<file path="src/rtl/gray_pixel_packer.sv">
// RGB-to-gray converter with programmable weights and output modes. It packs
// pixels into SDRAM words and buffers them in a small FIFO with valid/ready.
module gray_pixel_packer #(
    parameter int IN_W  = 12,
    parameter int OUT_W = 8,
    parameter int PACK  = 2,
    parameter int DEPTH = 4
) (
    input  logic                       iCLK,
    input  logic                       iRST,
    input  logic                       iSOF,
    input  logic                       iEOL,
    input  logic                       iDVAL,
    input  logic [IN_W-1:0]            iR,
    input  logic [IN_W-1:0]            iG,
    input  logic [IN_W-1:0]            iB,
    input  logic [1:0]                 iMODE,
    input  logic [7:0]                 iCOEF_R,
    input  logic [7:0]                 iCOEF_G,
    input  logic [7:0]                 iCOEF_B,
    input  logic [OUT_W-1:0]           iTHRESH,
    input  logic                       iCLR_OVF,
    output logic [OUT_W*PACK-1:0]      oDATA,
    output logic                       oVALID,
    input  logic                       iREADY,
    output logic [$clog2(DEPTH+1)-1:0] oLEVEL,
    output logic                       oOVF,
    output logic [15:0]                oFRAME_CNT,
    output logic [15:0]                oLINE_CNT
);

    localparam int PROD_W = IN_W + 8;
    localparam int SUM_W  = IN_W + 10;
    localparam int WORD_W = OUT_W * PACK;
    localparam int LVL_W  = $clog2(DEPTH + 1);
    localparam int PTR_W  = $clog2(DEPTH);
    localparam int CNT_W  = (PACK > 1) ? $clog2(PACK) : 1;
    localparam int MAX_IN = (1 << IN_W) - 1;

    localparam logic [1:0] MODE_GRAY   = 2'd0;
    localparam logic [1:0] MODE_PASS_R = 2'd1;
    localparam logic [1:0] MODE_PASS_G = 2'd2;
    localparam logic [1:0] MODE_THRESH = 2'd3;

    // Configuration shadow, only updated at frame boundaries
    logic [1:0]       cfg_mode;
    logic [7:0]       cfg_coef_r;
    logic [7:0]       cfg_coef_g;
    logic [7:0]       cfg_coef_b;
    logic [OUT_W-1:0] cfg_thresh;

    always_ff @(posedge iCLK) begin
        if (iRST) begin
            cfg_mode   <= MODE_GRAY;
            cfg_coef_r <= 8'd27;
            cfg_coef_g <= 8'd91;
            cfg_coef_b <= 8'd9;
            cfg_thresh <= OUT_W'(128);
        end else if (iSOF) begin
            cfg_mode   <= iMODE;
            cfg_coef_r <= iCOEF_R;
            cfg_coef_g <= iCOEF_G;
            cfg_coef_b <= iCOEF_B;
            cfg_thresh <= iTHRESH;
        end
    end

    // Stage 1: weighted products
    logic              s1_valid;
    logic              s1_eol;
    logic [PROD_W-1:0] s1_pr;
    logic [PROD_W-1:0] s1_pg;
    logic [PROD_W-1:0] s1_pb;
    logic [OUT_W-1:0]  s1_r_top;
    logic [OUT_W-1:0]  s1_g_top;

    always_ff @(posedge iCLK) begin
        if (iRST) begin
            s1_valid <= 1'b0;
            s1_eol   <= 1'b0;
            s1_pr    <= '0;
            s1_pg    <= '0;
            s1_pb    <= '0;
            s1_r_top <= '0;
            s1_g_top <= '0;
        end else begin
            s1_valid <= iDVAL & ~iSOF;
            s1_eol   <= iDVAL & iEOL;
            s1_pr    <= PROD_W'(iR) * PROD_W'(cfg_coef_r);
            s1_pg    <= PROD_W'(iG) * PROD_W'(cfg_coef_g);
            s1_pb    <= PROD_W'(iB) * PROD_W'(cfg_coef_b);
            s1_r_top <= iR[IN_W-1 -: OUT_W];
            s1_g_top <= iG[IN_W-1 -: OUT_W];
        end
    end

    // Stage 2: sum, scale by 1/128, saturate, keep the top OUT_W bits
    logic [SUM_W-1:0] sum_c;
    logic [SUM_W-1:0] shifted_c;
    logic [OUT_W-1:0] gray_c;

    always_comb begin
        sum_c     = SUM_W'(s1_pr) + SUM_W'(s1_pg) + SUM_W'(s1_pb);
        shifted_c = sum_c >> 7;
        if (shifted_c > SUM_W'(MAX_IN)) begin
            gray_c = '1;
        end else begin
            gray_c = shifted_c[IN_W-1 -: OUT_W];
        end
    end

    logic             s2_valid;
    logic             s2_eol;
    logic [OUT_W-1:0] s2_gray;
    logic [OUT_W-1:0] s2_pass;

    always_ff @(posedge iCLK) begin
        if (iRST) begin
            s2_valid <= 1'b0;
            s2_eol   <= 1'b0;
            s2_gray  <= '0;
            s2_pass  <= '0;
        end else begin
            s2_valid <= s1_valid & ~iSOF;
            s2_eol   <= s1_eol;
            s2_gray  <= gray_c;
            s2_pass  <= (cfg_mode == MODE_PASS_G) ? s1_g_top : s1_r_top;
        end
    end

    // Stage 3: output mode select
    logic [OUT_W-1:0] mode_pix_c;

    always_comb begin
        mode_pix_c = s2_gray;
        case (cfg_mode)
            MODE_GRAY:   mode_pix_c = s2_gray;
            MODE_PASS_R: mode_pix_c = s2_pass;
            MODE_PASS_G: mode_pix_c = s2_pass;
            MODE_THRESH: mode_pix_c = (s2_gray >= cfg_thresh) ? '1 : '0;
            default:     mode_pix_c = s2_gray;
        endcase
    end

    logic             s3_valid;
    logic             s3_eol;
    logic [OUT_W-1:0] s3_pix;

    always_ff @(posedge iCLK) begin
        if (iRST) begin
            s3_valid <= 1'b0;
            s3_eol   <= 1'b0;
            s3_pix   <= '0;
        end else begin
            s3_valid <= s2_valid & ~iSOF;
            s3_eol   <= s2_eol;
            s3_pix   <= mode_pix_c;
        end
    end

    // Packer: the word handed to the FIFO already contains the current pixel
    logic [CNT_W-1:0]  pack_cnt;
    logic [WORD_W-1:0] pack_word;
    logic [WORD_W-1:0] word_merge;
    logic              push_req;

    always_comb begin
        word_merge = pack_word;
        word_merge[pack_cnt*OUT_W +: OUT_W] = s3_pix;
        push_req = s3_valid & ~iSOF &
                   ((pack_cnt == CNT_W'(PACK - 1)) | s3_eol);
    end

    always_ff @(posedge iCLK) begin
        if (iRST || iSOF) begin
            pack_cnt  <= '0;
            pack_word <= '0;
        end else if (s3_valid) begin
            if (push_req) begin
                pack_cnt  <= '0;
                pack_word <= '0;
            end else begin
                pack_cnt  <= pack_cnt + CNT_W'(1);
                pack_word <= word_merge;
            end
        end
    end

    // Output FIFO, first-word fall-through
    logic [WORD_W-1:0] mem [DEPTH];
    logic [PTR_W-1:0]  wr_ptr;
    logic [PTR_W-1:0]  rd_ptr;
    logic [LVL_W-1:0]  fifo_cnt;
    logic              fifo_full;
    logic              fifo_empty;
    logic              do_push;
    logic              do_pop;
    logic              ovf_set;

    always_comb begin
        fifo_full  = (fifo_cnt == LVL_W'(DEPTH));
        fifo_empty = (fifo_cnt == '0);
        do_pop     = iREADY & ~fifo_empty;
        // A pop on the same edge frees the slot a full-FIFO push needs
        do_push    = push_req & (~fifo_full | do_pop);
        ovf_set    = push_req & fifo_full & ~do_pop;
    end

    always_ff @(posedge iCLK) begin
        if (do_push) begin
            mem[wr_ptr] <= word_merge;
        end
    end

    always_ff @(posedge iCLK) begin
        if (iRST) begin
            wr_ptr   <= '0;
            rd_ptr   <= '0;
            fifo_cnt <= '0;
        end else begin
            if (do_push) begin
                wr_ptr <= wr_ptr + PTR_W'(1);
            end
            if (do_pop) begin
                rd_ptr <= rd_ptr + PTR_W'(1);
            end
            case ({do_push, do_pop})
                2'b10:   fifo_cnt <= fifo_cnt + LVL_W'(1);
                2'b01:   fifo_cnt <= fifo_cnt - LVL_W'(1);
                default: fifo_cnt <= fifo_cnt;
            endcase
        end
    end

    always_ff @(posedge iCLK) begin
        if (iRST) begin
            oOVF <= 1'b0;
        end else if (ovf_set) begin
            oOVF <= 1'b1;
        end else if (iCLR_OVF) begin
            oOVF <= 1'b0;
        end
    end

    // Frame and line counters
    always_ff @(posedge iCLK) begin
        if (iRST) begin
            oFRAME_CNT <= '0;
            oLINE_CNT  <= '0;
        end else if (iSOF) begin
            oFRAME_CNT <= oFRAME_CNT + 16'd1;
            oLINE_CNT  <= '0;
        end else if (iDVAL && iEOL) begin
            oLINE_CNT  <= oLINE_CNT + 16'd1;
        end
    end

    always_comb begin
        oVALID = ~fifo_empty;
        oLEVEL = fifo_cnt;
        oDATA  = fifo_empty ? '0 : mem[rd_ptr];
    end

endmodule

</file>
<file path="config.mk">
export PLATFORM = sky130hd
export DESIGN_NAME = gray_pixel_packer
export DESIGN_NICKNAME = d
export VERILOG_FILES = /design/src/rtl/gray_pixel_packer.sv
export SDC_FILE = /design/constraint.sdc
export NUM_CORES = 1
export LEC_CHECK = 0
export ABC_AREA = 1
export ABC_CLOCK_PERIOD_IN_PS = 5300
export CAP_MARGIN = 5
export CORE_MARGIN = 4
export CORE_UTILIZATION = 53
export CTS_CLUSTER_SIZE = 30
export DETAILED_ROUTE_END_ITERATION = 8
export PLACE_DENSITY_LB_ADDON = 0.1
export SETUP_SLACK_MARGIN = 0.2
export SYNTH_ARGS = -nofsm -noshare
export SYNTH_HDL_FRONTEND = slang
export SYNTH_SLANG_ARGS = --single-unit
</file>
<file path="constraint.sdc">
create_clock -name iCLK -period 5.3 [get_ports iCLK]
set_clock_uncertainty 0.05 [all_clocks]
set_input_delay 0.795 -clock iCLK [delete_from_list [all_inputs] [get_ports iCLK]]
set_output_delay 0.795 -clock iCLK [all_outputs]
set_load 0.01 [all_outputs]
</file>
### After elaboration in Yosys (flattened, before gate mapping)

Memory sizes are Yosys's and may differ from the RTL's. A register that Yosys moved wholly into a read port is not among the register bits.
Cells that the tools add are included.

| cells by class | value |
|---|---|
| $add $sub $neg | 10 |
| multipliers | 3 |
| magnitude comparators | 2 |
| eq/ne operators | 6 |
| shift-type cells | 2 |
| muxes and demuxes | 15 |
| bitwise gates (word level) | 16 |
| reduce and logical (&&, ||, !) cells | 8 |

Operators with widths:

| operator | number |
|---|---|
| $mul A12 B8 Y20 | 3 |
| $neg A4 Y34 | 1 |
| $shift A8 B34 Y16 const A | 1 |
| $shiftx A8 B34 Y16 | 1 |
| $add A16 B1 Y16 const B | 2 |
| $mux W16 | 2 |
| $mux W8 | 3 |
| $pmux W8 S3 | 1 |
| $add A21 B20 Y22 | 1 |
| $add A20 B20 Y21 | 1 |
| $bwmux W16 | 1 |
| $gt A15 B12 Y1 const B | 1 |
| $and A1 B1 Y1 | 10 |
| $ge A8 B8 Y1 | 1 |
| $eq A2 B2 Y1 const B | 3 |
| $pmux W3 S2 | 1 |
| $mux W1 | 5 |
| $add A2 B1 Y2 const B | 2 |
| $eq A2 B1 Y1 const B | 2 |
| $mux W2 | 2 |
| $not A1 Y1 | 4 |
| $reduce_bool A2 Y1 | 2 |
| $reduce_or A2 Y1 | 2 |
| $add A3 B1 Y3 const B | 1 |
| 8 further kinds | 9 |

| word-level totals | value |
|---|---|
| register bits after elaboration | 197 |
| memory bits (writable) | 64 |
| bits of input ports | 77 |
| output and inout port bits | 53 |
| memories | 1 |

Memories:

| memory | depth | bits a word | read ports | clocked after memory_dff | wr ports | line | source |
|---|---|---|---|---|---|---|---|
| mem | 4 | 16 | 1 | 1 | 1 | 190 | `logic [WORD_W-1:0] mem [DEPTH];` |

### Depth between registers and ports, before layout

Gate-level depths: netlist of the first run.

| depth | value |
|---|---|
| depth after elaboration | 7 |
| mapped depth | 23 |
| mapped depth without buffers | 22 |

### Worst setup path after synthesis of the first run

Ideal clock, no wire load.

| path | value |
|---|---|
| path kind | input to register |
| start | input iR[0] |
| end | register s1_pr[12] |
| library setup time | 121 ps |
| arrival | 4,440 ps |
| path slack | 689 ps |
| cell stages on the path | 18 |
| buffers on the path | 1 |
| cell sequence | clkbuf_1 -> nand2_1 -> fa_1 -> fa_1 -> inv_1 -> fa_1 -> inv_1 -> fa_1 -> inv_1 -> ha_1 -> inv_1 -> o21ai_0 -> a21boi_0 -> nand2_1 -> nand3_1 -> nand2_1 -> o21ai_0 -> a21oi_1 |

| on the way | value |
|---|---|
| word-level cells in the longest chain between the ends | 1 |

RTL lines:

| item | line | source |
|---|---|---|
| from (decl) | 14 | `input logic [IN_W-1:0] iR,` |
| $mul A12 B8 Y20 | 89 | `s1_pr <= PROD_W'(iR) * PROD_W'(cfg_coef_r);` |
| to (signal assigned) | 89 |  |
| to (decl) | 71 | `logic [PROD_W-1:0] s1_pr;` |

Every way passes these cells.
A chain may end at the register's enable or synchronous reset.

### Worst setup path in the final report of the first run

| path | value |
|---|---|
| start | input iB[4] |
| end | register s1_pb[14] |

| on the way | value |
|---|---|
| word-level cells in the longest chain between the ends | 1 |

RTL lines:

| item | line | source |
|---|---|---|
| from (decl) | 16 | `input logic [IN_W-1:0] iB,` |
| $mul A12 B8 Y20 | 91 | `s1_pb <= PROD_W'(iB) * PROD_W'(cfg_coef_b);` |
| to (signal assigned) | 91 |  |
| to (decl) | 73 | `logic [PROD_W-1:0] s1_pb;` |

Every way passes these cells.

==> results_dict.tcl, run 1 <==
set metrics [dict create \
    hold_violations 0 \
    min_period_ps 4870 \
    cts-buffers-inserted 29 \
    die_w_um 206 \
    clock_latency_ps 580 \
    die_area_um2 42300 \
    start_util_pct 53.6 \
    place_area_um2 22600 \
    crit_type "input port to register" \
    vdd_ir_drop_max_mv 0.293 \
    final-setup-viol-count 0 \
    finalCritPeriodShare_pct 91.8 \
    final_cell_mix "651 x inv_1, 586 x nand2_1, 270 x nor2_1, 200 x fa_1, 199 x dfxtp_1" \
    synthCells 2751 \
    p_leak_nw 12.6 \
    cts_tree "built" \
    syn2layout_area_growth_pct 14.1 \
    outcome "completed" \
    yosys_warnings 0 \
    cts_num_sinks 263 \
    cts_setup_buffers 0 \
    hpwlAfterDp_um 38100 \
    core_area_um2 38600 \
    cellPowerDensity_nw_per_um2 417 \
    tightest_slew_ps 1060 \
    crit_required_ps 5770 \
    h-tree-depth 1 \
    max_slew_margin_pct 29.2 \
    drc 0 \
    crit_arrival_ps 5330 \
    fmax_mhz 206 \
    startpoint_type "input port" \
    fin_setup_tns_ps 0 \
    antenna_cells 0 \
    routed_wl_um 48700 \
    postLayoutCellArea_um2 23600 \
    seq_area_frac_synth_pct 28.5 \
    synth_seq_cells 263 \
    drt.antenna.violating_nets 0 \
    grt_pass1_wl_um 81400 \
    synth_nets 3185 \
    antenna_found_initial 1 \
    syn_area_um2 20700 \
    final_common_cell "inv_1" \
    nets 3291 \
    vias 17000 \
    place_congestion 0.917 \
    nFillCells 3475 \
    rsz0062_at_grt "false" \
    drtIter0Drc 1123 \
    die_h_um 206 \
    clockBufferDepth 3 \
    gr-total-overflow 0 \
    routedWlPerCell_um 14.3 \
    hp-class "register to register" \
    place_inst 3344 \
    final_cells 3397 \
    crit_path_max_fanout 8 \
    dr.pass1.iters 5 \
    port_buffers 129 \
    synth.distinct_cells 42 \
    hold_buffers 0 \
    syn_area_per_cell_um2 7.53 \
    path_clk_slew_ps 60 \
    track_usage_pct 23.4 \
    maxSlewViolCount 0 \
    ctsResizeCount 0 \
    vias_per_cell 5.01 \
    drive_gt1_share_pct 4.03 \
    grt_max_degree 59 \
    cts.root.buffer_cell "clkbuf_16" \
    ioPinCount 130 \
    cap_violations 0 \
    cp-end-kind "register" \
    grt_pass1_vias 16500 \
    rows 72 \
]
## stage by stage
stage	setup WS (ps)	utilization (%)	power (mW)	hold WS, ps
after floorplan	689	-	6.35	338
after global placement	13.4	58.6	7.69	355
after detailed placement	-33.7	58.6	7.75	348
after CTS	539	61.2	9.91	357
after global routing	220	61.2	10.9	395
final	434	61.2	9.87	359
## registers in the layout, summed over array words and instances, names as in the netlist, 8 cells and up, named ones only
signal	flops
oLINE_CNT	16
cfg_coef_g	8
cfg_coef_r	8
s1_pr	20
s1_r_top	8
cfg_coef_b	8
pack_word	16
s1_pg	20
s1_pb	20
cfg_thresh	8
s3_pix	8
mem	64
oFRAME_CNT	16
s2_gray	8
s1_g_top	8
s2_pass	8
## path summary, 6_finish.rpt
kind | start | to | slack [ps] | cells after the start
min | s2_eol$_SDFF_PP0_ | s3_eol$_SDFF_PP0_ | 360 | 2
min reg2reg | s2_eol$_SDFF_PP0_ | s3_eol$_SDFF_PP0_ | 360 | 2
max reg2reg | cfg_coef_r[6]$_SDFFE_PP0P_ | s1_pr[19]$_SDFF_PP0_ | 670 | 17
max | iB[4] | s1_pb[14]$_SDFF_PP0_ | 430 | 16
## where the power goes
| part | internal (mW) | leakage (nW) | switching (mW) | total (mW) |
|---|---|---|---|---|
| registers | 2.30 | 2.23 | 0.198 | 2.49 |
| logic | 1.97 | 9.91 | 3.29 | 5.26 |
| clock network | 1.27 | 0.482 | 0.848 | 2.12 |
## Yosys cell counts, drive strengths merged
cell type  count  share of area (%)
a211oi         1              0.036
a21boi         1              0.036
a21o           1              0.036
a21oi        195                4.7
a31oi          1              0.030
and2           1              0.030
buf           12               0.25
clkbuf        93                1.7
clkinv         6               0.11
dfxtp        199                 19
edfxtp        64                9.3
fa           200                 19
ha           157                9.5
inv          656                 12
nand2        589                 11
nand3         65                1.6
nand3b         3               0.11
nand4         12               0.36
nor2         274                5.1
nor3          20               0.59
nor3b          1              0.036
nor4           2              0.060
o2111ai        1              0.042
o21a          16               0.58
o21ai        160                3.9
o21bai         3               0.11
o221ai         1              0.042
o31ai          3               0.11
xnor2          4               0.17
xor2          10               0.42
## cells by family (layout without fill, tap and decap cells)
family | count (synthesis) | count (layout) | share of synthesized area, %
AOI/OAI and AO/OA | 383 | 383 | 9.59
xor gates and xnor gates | 14 | 14 | 0.592
adders and majority gates | 357 | 357 | 28.8
buffers and inverters | 767 | 895 | 13.9
DFF | 263 | 263 | 28.5
and+or+nand+nor | 967 | 967 | 18.6
## cell type report
class	count	area (um2)	share of cell area (%)
inverters	662	2480	10.5
clock inverters	19	250	1.06
multi-input cells	1721	11900	50.5
flip-flops and latches	263	5910	25.0
well taps	518	648	2.74
repair buffers	180	1670	7.06
clock buffers	34	754	3.19
## layer usage
layer,vias up,wire (um),track usage [%]
li1,8496,-,-
met5,-,7,0
met1,8041,22100,33.0
met2,409,22700,38.7
met3,64,2840,2.77
met4,2,969,5.69
## critical path: stages
cell             delay [ps]
clkdlybuf4s50_1         590
nand2_1                 160
inv_1                    70
fa_1                    520
fa_1                    530
fa_1                    550
inv_1                    50
fa_1                    550
inv_1                    50
ha_1                    350
a21oi_1                 320
o21ai_0                 180
a21oi_1                 170
o21ai_0                 150
a21oi_1                 160
o21a_1                  130
Note: power is estimated with default switching activity, not from simulation.
==> run 2: changes to the inputs <==
--- a/config.mk
+++ b/config.mk
@@ -7,7 +7,6 @@
 export LEC_CHECK = 0
 export ABC_AREA = 1
 export ABC_CLOCK_PERIOD_IN_PS = 5300
-export CAP_MARGIN = 5
 export CORE_MARGIN = 4
 export CORE_UTILIZATION = 53
 export CTS_CLUSTER_SIZE = 30
==> results of run 2 <==
The final DEF is identical to that of run 1; final timing and power are the same.
==> run 3: changes to the inputs <==
--- a/config.mk
+++ b/config.mk
@@ -5,7 +5,6 @@
 export SDC_FILE = /design/constraint.sdc
 export NUM_CORES = 1
 export LEC_CHECK = 0
-export ABC_AREA = 1
 export ABC_CLOCK_PERIOD_IN_PS = 5300
 export CORE_MARGIN = 4
 export CORE_UTILIZATION = 53
@@ -13,6 +12,7 @@
 export DETAILED_ROUTE_END_ITERATION = 8
 export PLACE_DENSITY_LB_ADDON = 0.1
 export SETUP_SLACK_MARGIN = 0.2
+export SLEW_MARGIN = 25
 export SYNTH_ARGS = -nofsm -noshare
 export SYNTH_HDL_FRONTEND = slang
 export SYNTH_SLANG_ARGS = --single-unit
==> run 3 against run 2 <==
Effect of this change:
- sequential power is 2% lower
- combinational power is 4.8% lower
- via count is 17% lower
- synthesized cell count is 27% lower
- worst hold slack better by 18 ps
- wire length is 12% lower
- first-iteration DRC count is 45% lower
- maximum frequency is 2.8% lower
- global-route usage is 2.1 points lower
- register-to-register slack worse by 290 ps
- cell count is 19% lower
- sequential cell count stayed put
==> results_dict.tcl, run 3 <==
set metrics [dict create \
    core_area_um2 36900 \
    drc 0 \
    h-tree-depth 1 \
    drt.antenna.violating_nets 0 \
    vias 14100 \
    die_h_um 202 \
    synth_area_leaders "fa_1 20%, dfxtp_1 20%, ha_1 9.9%" \
    crit_required_ps 5700 \
    cp-end-kind "register" \
    r2r_cells 15 \
    ioPinCount 130 \
    place_inst 2699 \
    routed_wl_um 42900 \
    track_usage_pct 21.3 \
    crit_slowest_cell "fa_1" \
    worstPathCellList "clkdlybuf4s50_1, buf_4, nand2_1, fa_1, fa_1, fa_1, fa_1, inv_1, ha_1, or3_1, o221a_2, o21ai_2, nand3_1, o31ai_2, mux2_1" \
    synthSimpleGateAreaFrac_pct 17.9 \
    die_area_um2 40700 \
    tightest_slew_ps 929 \
    finalCritPeriodShare_pct 94.4 \
    syn_area_um2 19900 \
    muxShareOfSynthArea_pct 5.38 \
    synth.distinct_cells 68 \
    yosys.area_share.adder_pct 30.0 \
    clockBufferDepth 3 \
    syn_area_per_cell_um2 9.90 \
    path_clk_slew_ps 60 \
    place_congestion 0.829 \
    max_slew_margin_pct 38.0 \
    final_cells 2756 \
    synth_seq_cells 263 \
    cts_tree "built" \
    port_buffers 129 \
    outcome "completed" \
    cts-buffers-inserted 30 \
    synth_nets 2446 \
    final_common_cell "inv_1" \
    grt_max_degree 96 \
    nets 2662 \
    drtIter0Drc 613 \
    ctsResizeCount 0 \
    grt_pass1_wl_um 72900 \
    cts.root.buffer_cell "clkbuf_16" \
    yosysTopAreaCell "fa_1" \
    synth_xor_area_share_pct 2.59 \
    path_common_cell "fa_1" \
    gr-total-overflow 0 \
    rows 70 \
    synthMostInstantiatedCell "inv_1" \
    crit_type "input port to register" \
    synthFlopType "dfxtp_1" \
    hold_buffers 0 \
    ys_top_cells_by_count "295 x inv_1, 260 x and2_1, 200 x fa_1" \
    antenna_found_initial 1 \
    final_cell_mix "295 x inv_1, 258 x and2_1, 200 x fa_1, 195 x dfxtp_1, 156 x ha_1" \
    vdd_ir_drop_max_mv 0.242 \
    routedWlPerCell_um 15.6 \
    timing.hold.ws_ps 377 \
    p_leak_nw 10.8 \
    crit_arrival_ps 5400 \
    postLayoutCellArea_um2 23500 \
    largest_register_ffs 64 \
    clock_latency_ps 580 \
    cpPeakStageDelay_ps 570 \
    die_w_um 202 \
    grt_pass1_vias 14800 \
    final-setup-viol-count 0 \
    hpwlAfterDp_um 33500 \
    crit_path_max_fanout 6 \
    seq_area_frac_synth_pct 29.7 \
    cts_setup_buffers 0 \
    rsz0062_at_grt "true" \
    synthCells 2012 \
    synth_compound_area_share_pct 7.60 \
    final_util_pct 63.8 \
    fin_setup_tns_ps 0 \
    fmax_mhz 200 \
    min_period_ps 5000 \
    cellPowerDensity_nw_per_um2 402 \
    syn2layout_area_growth_pct 18.2 \
    cts_num_sinks 263 \
    synth_top_family_by_area "adder cells" \
    dr.pass1.iters 7 \
    hp-class "register to register" \
    synthArstFlopShare_pct 0 \
    maxSlewViolCount 0 \
    start_util_pct 54.0 \
    hold_violations 0 \
    startpoint_type "input port" \
    top_register "mem" \
    vias_per_cell 5.13 \
    synth_edf_count 64 \
    yosys_warnings 0 \
    drive_gt1_share_pct 10.8 \
    synth_top_area_share_pct 20.1 \
    place_area_um2 22500 \
    cap_violations 0 \
    min_path_cells 1 \
]
[run 3: cell types whose count changed after synthesis, moves of 121 or more]
| cell | delta |
|---|---|
| nor2_1 | -139 |
| and2_1 | +259 |
| nand2_1 | -469 |
| o21ai_0 | -121 |
| a21oi_1 | -134 |
| inv_1 | -356 |
[run 3: layout make-up]
cell class	count	area (um2)
Antenna cell	1	2.50
Clock buffer	40	828
Clock inverter	15	135
Fill cell	3100	13300
Inverter	295	1110
Multi-Input combinational cell	1385	12700
Sequential cell	263	5910
Tap cell	504	631
Timing Repair Buffer	253	2250
[run 3: metrics by stage]
step                      power [mW]  setup WS [ps]
after floorplan                 5.89            326
after global placement          7.39           -283
after detailed placement        7.47           -388
after CTS                       9.53            223
after global routing            10.3            185
final                           9.46            296
[run 3: final timing paths]
kind / endpoint / from / slack, ps
max: s1_pb[17]$_SDFF_PP0_ / iB[3] / 300
min: s3_valid$_SDFF_PP0_ / s2_valid$_SDFF_PP0_ / 380
max reg2reg: s1_pg[17]$_SDFF_PP0_ / cfg_coef_g[6]$_SDFFE_PP1P_ / 380
min reg2reg: s3_valid$_SDFF_PP0_ / s2_valid$_SDFF_PP0_ / 380
[run 3: cells by family after synthesis]
logic type	Yosys count
and+or+nand+nor	669
adders and majority gates	357
DFF	263
muxes	84
AOI/OAI and AO/OA	216
buffers and inverters	364
xor gates and xnor gates	59
[run 3: worst max-delay path: cells and delay by family]
kind	cells	cell delay, ps
mux	1	350
fa+ha+maj	5	2400
buf+inv	3	710
simple gates	3	520
compound gates	3	630
[run 3: report_power, final]
group	total [mW]	switching (mW)	leakage, nW	internal, mW
clock network	2.00	0.849	0.472	1.15
registers	2.45	0.165	2.25	2.28
logic	5.01	2.55	8.11	2.46
total	9.46	3.57	10.8	5.89
[run 3: metal layers]
| layer | vias to the layer above | wire, um | track usage [%] |
|---|---|---|---|
| met4 | 0 | 947 | 5.40 |
| li1 | 6933 | - | - |
| met1 | 6911 | 20000 | 29.6 |
| met5 | - | 0 | 0 |
| met2 | 238 | 20300 | 35.7 |
| met3 | 65 | 1690 | 2.79 |
